`config.mk`:
```
export PLATFORM = sky130hd
export DESIGN_NAME = systolic_array_seq_flat
export DESIGN_NICKNAME = d
export VERILOG_FILES = /design/src/rtl/systolic_pkg.sv /design/src/rtl/systolic_array_seq_if.sv /design/src/rtl/systolic_pe_p.sv /design/src/rtl/systolic_array_seq.sv /design/src/flat_wrapper.sv
export SDC_FILE = /design/constraint.sdc
export NUM_CORES = 1
export LEC_CHECK = 0
export ABC_AREA = 0
export BUFFER_PORTS_ARGS = -buffer_cell sky130_fd_sc_hd__buf_2
export CORE_AREA = 2 2 196 198
export CTS_CLUSTER_DIAMETER = 30
export DETAILED_ROUTE_END_ITERATION = 12
export DIE_AREA = 0 0 198 200
export GPL_ROUTABILITY_DRIVEN = 0
export PLACE_DENSITY = 0.72
export SLEW_MARGIN = 20
export SYNTH_ARGS = -nofsm -noshare
export SYNTH_HDL_FRONTEND = slang
export SYNTH_HIERARCHICAL = 1
export SYNTH_SLANG_ARGS = --single-unit
```
`constraint.sdc`:
```
create_clock -name clk -period 7.4 [get_ports clk]
set_input_delay 1.85 -clock clk [delete_from_list [all_inputs] [get_ports clk]]
set_output_delay 1.85 -clock clk [all_outputs]
set_load 0.01 [all_outputs]
```
`src/rtl/systolic_pkg.sv`:
```
// rtl/systolic_pkg.sv - shared types, default parameters and helpers for the systolic array
package systolic_pkg;

    localparam int N_PE_DEF   = 4;
    localparam int DATA_W_DEF = 8;
    localparam int ACC_W_DEF  = 16;
    localparam int LEN_W_DEF  = 8;
    localparam int SEXT_W     = 64;

    typedef enum logic [2:0] {
        IDLE   = 3'd0,
        LOAD_W = 3'd1,
        LOAD_B = 3'd2,
        STREAM = 3'd3,
        FLUSH  = 3'd4,
        DRAIN  = 3'd5
    } state_e;

    // Sign-extends the low w bits of v to the full SEXT_W width.
    function automatic logic [SEXT_W-1:0] sext(input logic [SEXT_W-1:0] v, input int w);
        logic signed [SEXT_W-1:0] t;
        t = $signed(v << (SEXT_W - w));
        return t >>> (SEXT_W - w);
    endfunction

endpackage

```
`src/rtl/systolic_array_seq_if.sv`:
```
// rtl/systolic_array_seq_if.sv - job, config, sample and result handshake bundle
// slave: DUT side (start/len, cfg_*, in_*, out_ready in; readies, out_*, busy, done out)
// master: host side (mirror of slave)
interface systolic_array_seq_if #(
    parameter int N_PE   = 4,
    parameter int DATA_W = 8,
    parameter int ACC_W  = 16,
    parameter int LEN_W  = 8
);
    localparam int IDX_W = $clog2(N_PE);

    logic              start;
    logic [LEN_W-1:0]  len;
    logic              cfg_valid;
    logic              cfg_ready;
    logic [DATA_W-1:0] cfg_data;
    logic              in_valid;
    logic              in_ready;
    logic [DATA_W-1:0] in_data;
    logic              out_valid;
    logic              out_ready;
    logic [ACC_W-1:0]  out_data;
    logic [IDX_W-1:0]  out_idx;
    logic              out_last;
    logic              busy;
    logic              done;

    modport slave (
        input  start, len, cfg_valid, cfg_data, in_valid, in_data, out_ready,
        output cfg_ready, in_ready, out_valid, out_data, out_idx, out_last, busy, done
    );

    modport master (
        output start, len, cfg_valid, cfg_data, in_valid, in_data, out_ready,
        input  cfg_ready, in_ready, out_valid, out_data, out_idx, out_last, busy, done
    );

endinterface

```
`src/rtl/systolic_pe_p.sv`:
```
// rtl/systolic_pe_p.sv - one MAC processing element with data/valid forwarding
// in: w_we_i/b_we_i + cfg_data_i (weight/bias load), up_data_i/up_valid_i (upstream)
// out: data_o/valid_o (to downstream PE), acc_o (accumulator)
module systolic_pe_p
    import systolic_pkg::*;
#(
    parameter int DATA_W = DATA_W_DEF,
    parameter int ACC_W  = ACC_W_DEF
) (
    input  logic              clk,
    input  logic              rst_n,
    input  logic              w_we_i,
    input  logic              b_we_i,
    input  logic [DATA_W-1:0] cfg_data_i,
    input  logic [DATA_W-1:0] up_data_i,
    input  logic              up_valid_i,
    output logic [DATA_W-1:0] data_o,
    output logic              valid_o,
    output logic [ACC_W-1:0]  acc_o
);

    logic [DATA_W-1:0]          weight_q;
    logic [DATA_W-1:0]          data_q;
    logic                       valid_q;
    logic [ACC_W-1:0]           acc_q, acc_d;
    logic signed [2*DATA_W-1:0] prod;

    // Both operands widened to the product width so the multiply is full-precision signed.
    assign prod = $signed({{DATA_W{up_data_i[DATA_W-1]}}, up_data_i})
                * $signed({{DATA_W{weight_q[DATA_W-1]}}, weight_q});

    always_comb begin
        acc_d = acc_q;
        if (b_we_i) begin
            acc_d = ACC_W'(sext(SEXT_W'(cfg_data_i), DATA_W));
        end else if (up_valid_i) begin
            acc_d = acc_q + ACC_W'(sext(SEXT_W'(prod), 2 * DATA_W));
        end
    end

    always_ff @(posedge clk or negedge rst_n) begin
        if (!rst_n) begin
            weight_q <= '0;
            data_q   <= '0;
            valid_q  <= 1'b0;
            acc_q    <= '0;
        end else begin
            if (w_we_i) begin
                weight_q <= cfg_data_i;
            end
            data_q  <= up_data_i;
            valid_q <= up_valid_i;
            acc_q   <= acc_d;
        end
    end

    assign data_o  = data_q;
    assign valid_o = valid_q;
    assign acc_o   = acc_q;

endmodule

```
`src/rtl/systolic_array_seq.sv`:
```
// rtl/systolic_array_seq.sv - self-sequencing weight-stationary MAC chain
// ports: clk, rst_n (async, active-low), bus (slave modport: job start/len,
// cfg stream, sample stream, result stream with out_idx/out_last, busy, done)
module systolic_array_seq
    import systolic_pkg::*;
#(
    parameter int N_PE   = N_PE_DEF,
    parameter int DATA_W = DATA_W_DEF,
    parameter int ACC_W  = ACC_W_DEF,
    parameter int LEN_W  = LEN_W_DEF
) (
    input  logic                 clk,
    input  logic                 rst_n,
    systolic_array_seq_if.slave  bus
);

    localparam int IDX_W = $clog2(N_PE);
    // One counter serves cfg beats, samples and flush cycles.
    localparam int CW    = (LEN_W > IDX_W) ? LEN_W : IDX_W;

    state_e           state_q, state_d;
    logic [CW-1:0]    cnt_q, cnt_d;
    logic [LEN_W-1:0] len_q, len_d;
    logic [IDX_W-1:0] idx_q, idx_d;
    logic             done_q, done_d;

    logic cfg_fire, in_fire, out_fire, last_beat;

    logic [DATA_W-1:0] chain_data  [N_PE+1];
    logic              chain_valid [N_PE+1];
    logic [ACC_W-1:0]  acc         [N_PE];

    assign cfg_fire  = bus.cfg_valid && bus.cfg_ready;
    assign in_fire   = bus.in_valid && bus.in_ready;
    assign out_fire  = bus.out_valid && bus.out_ready;
    assign last_beat = (cnt_q == CW'(N_PE - 1));

    // Chain head: a non-accepted cycle enters PE0 as a bubble.
    assign chain_data[0]  = bus.in_data;
    assign chain_valid[0] = in_fire;

    for (genvar k = 0; k < N_PE; k++) begin : g_pe
        systolic_pe_p #(.DATA_W(DATA_W), .ACC_W(ACC_W)) u_pe (
            .clk        (clk),
            .rst_n      (rst_n),
            .w_we_i     (cfg_fire && state_q == LOAD_W && cnt_q == CW'(k)),
            .b_we_i     (cfg_fire && state_q == LOAD_B && cnt_q == CW'(k)),
            .cfg_data_i (bus.cfg_data),
            .up_data_i  (chain_data[k]),
            .up_valid_i (chain_valid[k]),
            .data_o     (chain_data[k+1]),
            .valid_o    (chain_valid[k+1]),
            .acc_o      (acc[k])
        );
    end

    always_comb begin
        state_d = state_q;
        cnt_d   = cnt_q;
        len_d   = len_q;
        idx_d   = idx_q;
        done_d  = 1'b0;
        unique case (state_q)
            IDLE: begin
                if (bus.start) begin
                    len_d   = bus.len;
                    cnt_d   = '0;
                    state_d = LOAD_W;
                end
            end
            LOAD_W: begin
                if (cfg_fire) begin
                    cnt_d = last_beat ? '0 : cnt_q + CW'(1);
                    if (last_beat) state_d = LOAD_B;
                end
            end
            LOAD_B: begin
                if (cfg_fire) begin
                    cnt_d = last_beat ? '0 : cnt_q + CW'(1);
                    if (last_beat) state_d = (len_q == '0) ? FLUSH : STREAM;
                end
            end
            STREAM: begin
                if (in_fire) begin
                    if (cnt_q + CW'(1) == CW'(len_q)) begin
                        cnt_d   = '0;
                        state_d = FLUSH;
                    end else begin
                        cnt_d = cnt_q + CW'(1);
                    end
                end
            end
            FLUSH: begin
                // N_PE cycles lets the final sample reach the last PE.
                cnt_d = last_beat ? '0 : cnt_q + CW'(1);
                if (last_beat) begin
                    idx_d   = '0;
                    state_d = DRAIN;
                end
            end
            DRAIN: begin
                if (out_fire) begin
                    if (idx_q == IDX_W'(N_PE - 1)) begin
                        idx_d   = '0;
                        done_d  = 1'b1;
                        state_d = IDLE;
                    end else begin
                        idx_d = idx_q + IDX_W'(1);
                    end
                end
            end
            default: state_d = IDLE;
        endcase
    end

    always_ff @(posedge clk or negedge rst_n) begin
        if (!rst_n) begin
            state_q <= IDLE;
            cnt_q   <= '0;
            len_q   <= '0;
            idx_q   <= '0;
            done_q  <= 1'b0;
        end else begin
            state_q <= state_d;
            cnt_q   <= cnt_d;
            len_q   <= len_d;
            idx_q   <= idx_d;
            done_q  <= done_d;
        end
    end

    assign bus.cfg_ready = (state_q == LOAD_W) || (state_q == LOAD_B);
    assign bus.in_ready  = (state_q == STREAM);
    assign bus.out_valid = (state_q == DRAIN);
    assign bus.out_idx   = idx_q;
    assign bus.out_last  = (state_q == DRAIN) && (idx_q == IDX_W'(N_PE - 1));
    assign bus.out_data  = (state_q == DRAIN) ? acc[idx_q] : '0;
    assign bus.busy      = (state_q != IDLE);
    assign bus.done      = done_q;

endmodule

```
`src/flat_wrapper.sv`:
```
// flat-port wrapper written by rule: the top's interface ports become plain ports
module systolic_array_seq_flat import systolic_pkg::*;
#(
    parameter int N_PE   = N_PE_DEF,
    parameter int DATA_W = DATA_W_DEF,
    parameter int ACC_W  = ACC_W_DEF,
    parameter int LEN_W  = LEN_W_DEF
)
  (clk, rst_n, bus_start, bus_len, bus_cfg_valid, bus_cfg_data, bus_in_valid, bus_in_data, bus_out_ready, bus_cfg_ready, bus_in_ready, bus_out_valid, bus_out_data, bus_out_idx, bus_out_last, bus_busy, bus_done);
  systolic_array_seq_if #(.N_PE(N_PE), .DATA_W(DATA_W), .ACC_W(ACC_W), .LEN_W(LEN_W)) bus_i ();
  input  logic clk;
  input  logic rst_n;
  input wire logic [$bits(bus_i.start)-1:0] bus_start;
  input wire logic [$bits(bus_i.len)-1:0] bus_len;
  input wire logic [$bits(bus_i.cfg_valid)-1:0] bus_cfg_valid;
  input wire logic [$bits(bus_i.cfg_data)-1:0] bus_cfg_data;
  input wire logic [$bits(bus_i.in_valid)-1:0] bus_in_valid;
  input wire logic [$bits(bus_i.in_data)-1:0] bus_in_data;
  input wire logic [$bits(bus_i.out_ready)-1:0] bus_out_ready;
  output wire logic [$bits(bus_i.cfg_ready)-1:0] bus_cfg_ready;
  output wire logic [$bits(bus_i.in_ready)-1:0] bus_in_ready;
  output wire logic [$bits(bus_i.out_valid)-1:0] bus_out_valid;
  output wire logic [$bits(bus_i.out_data)-1:0] bus_out_data;
  output wire logic [$bits(bus_i.out_idx)-1:0] bus_out_idx;
  output wire logic [$bits(bus_i.out_last)-1:0] bus_out_last;
  output wire logic [$bits(bus_i.busy)-1:0] bus_busy;
  output wire logic [$bits(bus_i.done)-1:0] bus_done;
  assign bus_i.start = bus_start;
  assign bus_i.len = bus_len;
  assign bus_i.cfg_valid = bus_cfg_valid;
  assign bus_i.cfg_data = bus_cfg_data;
  assign bus_i.in_valid = bus_in_valid;
  assign bus_i.in_data = bus_in_data;
  assign bus_i.out_ready = bus_out_ready;
  assign bus_cfg_ready = bus_i.cfg_ready;
  assign bus_in_ready = bus_i.in_ready;
  assign bus_out_valid = bus_i.out_valid;
  assign bus_out_data = bus_i.out_data;
  assign bus_out_idx = bus_i.out_idx;
  assign bus_out_last = bus_i.out_last;
  assign bus_busy = bus_i.busy;
  assign bus_done = bus_i.done;
  systolic_array_seq #(.N_PE(N_PE), .DATA_W(DATA_W), .ACC_W(ACC_W), .LEN_W(LEN_W)) u_core (.clk(clk), .rst_n(rst_n), .bus(bus_i));
endmodule
```
==> results by group <==
Outcome
  – Outcome: finished clean

Hold path
  – Hold Crit Class: reg -> reg

Logic synthesis
  – Synth Instances: approximately 1800
  – Synth Area per Inst: 10.2 µm²
  – Post-synthesis cell area: 0.0183 mm²
  – Net Count, Synth: 2260
  – Yosys warns: 6

Power and ir drop
  – Flop pwr share: around 25%
  – P_leak: approximately 10 nW
  – Sw Pwr: 2.65 mW
  – P_int: 3.11 mW
  – Logic pwr share: approximately 60%
  – Power Dens Cells: between 200 and 300 mW/mm²
  – Switching part of the total power: around 46%
  – Clock share of power: roughly 15%
  – Maximum vdd drop: ~0.19 mV

Setup path
  – R2R Setup Slk: approximately 1.7 ns
  – Top delay family on crit path: adder cells
  – Crit path to: u_core/g_pe[0].u_pe/acc_o[15]
  – CP startpoint: bus_in_data[7]
  – Critical path class: in -> reg
  – CP Data Arrival Time: between 6 and 7 ns
  – Critical path depth: 16
  – Slowest CP cell: fa_1
  – Startpoint Class: input pin
  – CP max FO: 9
  – CP endpoint kind: flop
  – WP buf/inv: 3
  – R2R Path End: u_core/g_pe[1].u_pe/acc_o[15]
  – Req. time, crit path: roughly 7.7 ns
  – Reg2reg path depth: 15
  – CP most frequent cell: fa_1
  – Slowest cell delay on critical path: slightly below 0.6 ns
  – Reg-to-reg startpoint: u_core/g_pe[0].u_pe/data_o[7]
  – Worst-path cell chain: buf_2 -> and2_1 -> inv_1 -> fa_1 -> inv_1 -> fa_1 -> fa_1 -> fa_1 -> fa_1 -> ha_1 -> o21ai_0 -> o21bai_1 -> o211ai_1 -> a31oi_1 -> xnor2_1 -> a221o_1

Place
  – Hpwl dp: 33900 µm
  – Cells after DPL: between 2000 and 2500
  – Post-DP Area: approximately 0.019 mm²
  – Buffers on Ports: 53

Floorplanning
  – Area of the core: 0.0374 mm²
  – Die ar.: a little under 0.04 mm²
  – Row count: 71
  – Die W: 198 µm
  – Initial Util: about half
  – Die Y-Extent: around 200 µm
  – Boundary Pins: 54

Timing
  – Fin. max-slew vios: 0
  – Measured slew at the worst slew-check pin: approximately 1 ns
  – Clock Skews: about 0.013 ns
  – Post-layout min period: 6.30 ns
  – RSZ-0062 raised after global routing: false
  – Count of final setup violators: 0
  – Final period util: 85.1%
  – Endpoints failing hold: 0
  – Worst hold slack: approximately 0.56 ns
  – Worst slew margin: about a third
  – Final setup TNS: 0 ns
  – Peak Freq: 0.159 GHz

Clocking
  – Post-cts gate resize count: 0
  – H-tree depth: 4
  – Root Driver: clkbuf_16
  – CTS tree: built
  – Clk slew on worst S/H paths: ~0.070 ns
  – TritonCTS buffer count: 17
  – Worst-Skew Late Latency: approximately 0.44 ns
  – Post-CTS Setup Bufs: 0
  – Clock Path Buffers: 2
  – Post-cts hold buffer count: 0
  – Sink Count: roughly 150

Finish
  – Final core utilization: between 50% and 60%
  – Ant diodes: 0
  – Final #Nets: 2292
  – Layout cells sized above 1: a little under a tenth
  – Final cell count without fillers: ~2300
  – Synthesis-to-finish area growth: 7.52%
  – FILL cells: around 3200
  – Most frequent cells in the layout: inv_1 (301), fa_1 (284), nand2_1 (163)
  – Leading cell type in the layout, fill and taps excluded: inv_1
  – Finished Cell Area: about 0.020 mm²

Drt
  – Total wire length: 42100 µm
  – Drt pass-1 iters: 7
  – Total number of vias: ~13000
  – Vias per inst: around 5.5
  – Remaining antenna violation count: 0
  – Residual DRC: 0
  – 1st-iter DRT viols: between 700 and 800
  – DR WL/cell: about 18 µm

Global route
  – First-pass GRT wire length: 72000 µm
  – Busiest grt layer: met2
  – Largest net degree at the start of global routing: around 80
  – Remaining global-route overflow: 0
  – Initial antenna violation count: 1
  – Total GRT Usage: a little under a quarter
  – M3 GR Usage: under 10%
  – Met2 Track Usage GR: about two fifths
  – Vias in the first global route: 13700
  – Met1 global-route usage: approximately 32%

Run
  – Max-Cap Viols: 0
[per-layer routing]
| layer | wire (µm) | vias up |
|---|---|---|
| met5 | 16 | - |
| met2 | 20300 | 355 |
| met3 | 2170 | 66 |
| met1 | 18800 | 6578 |
| met4 | 862 | 2 |
| li1 | - | 5832 |
[area by class of cell]
cell class                 instances  area, µm²  area share, %
sequential                       145       3630           18.4
clock buffer                      17        425           2.16
multi-input combinational       1300      13400           67.9
timing repair buffer              60        324           1.65
tap                              511        639           3.25
clock inverter                    15        170          0.864
inverter                         301       1130           5.74
[through the flow]
step,power (mW),setup WS (ns)
finish,5.77,1.10
global route,6.38,0.792
CTS,5.79,1.11
detailed placement,4.86,0.645
global placement,4.72,0.718
floorplan,4.04,1.23
[registers in the layout, indices dropped and copies added (netlist names)]
register and flops:
u_core/g_pe.u_pe/acc_o 64, u_core/cnt_q 8, u_core/bus.out_idx 2, u_core/len_q 8, u_core/state_q 3, u_core/g_pe.u_pe/weight_q 32, u_core/bus.done 1, u_core/g_pe.u_pe/valid_o 3
u_core/g_pe.u_pe/data_o 24
[worst min-delay path by stage]
stage               cells past startpoint                         from  slack [ns]                           to
global route                            1              u_core/len_q[4]        0.58              u_core/len_q[4]
floorplan                               0  u_core/g_pe[0].u_pe/valid_o        0.37  u_core/g_pe[1].u_pe/valid_o
CTS                                     1              u_core/len_q[4]        0.56              u_core/len_q[4]
finish                                  1              u_core/len_q[4]        0.56              u_core/len_q[4]
detailed placement                      1              u_core/len_q[4]        0.54              u_core/len_q[4]
global placement                        1              u_core/len_q[4]        0.54              u_core/len_q[4]
[power by group through the flow]
| stage | registers, mW | logic (mW) | clock network (mW) |
|---|---|---|---|
| 4_1_cts | 1.42 | 3.47 | 0.899 |
| 5_1_grt | 1.46 | 4.00 | 0.932 |
| 6_report | 1.42 | 3.47 | 0.881 |
| 3_5_place_dp | 1.43 | 3.43 | 0 |
| 3_3_place_gp | 1.43 | 3.29 | 0 |
| 2_1_floorplan | 1.20 | 2.84 | 0 |
No activity file was read; power rests on OpenSTA's default activity.
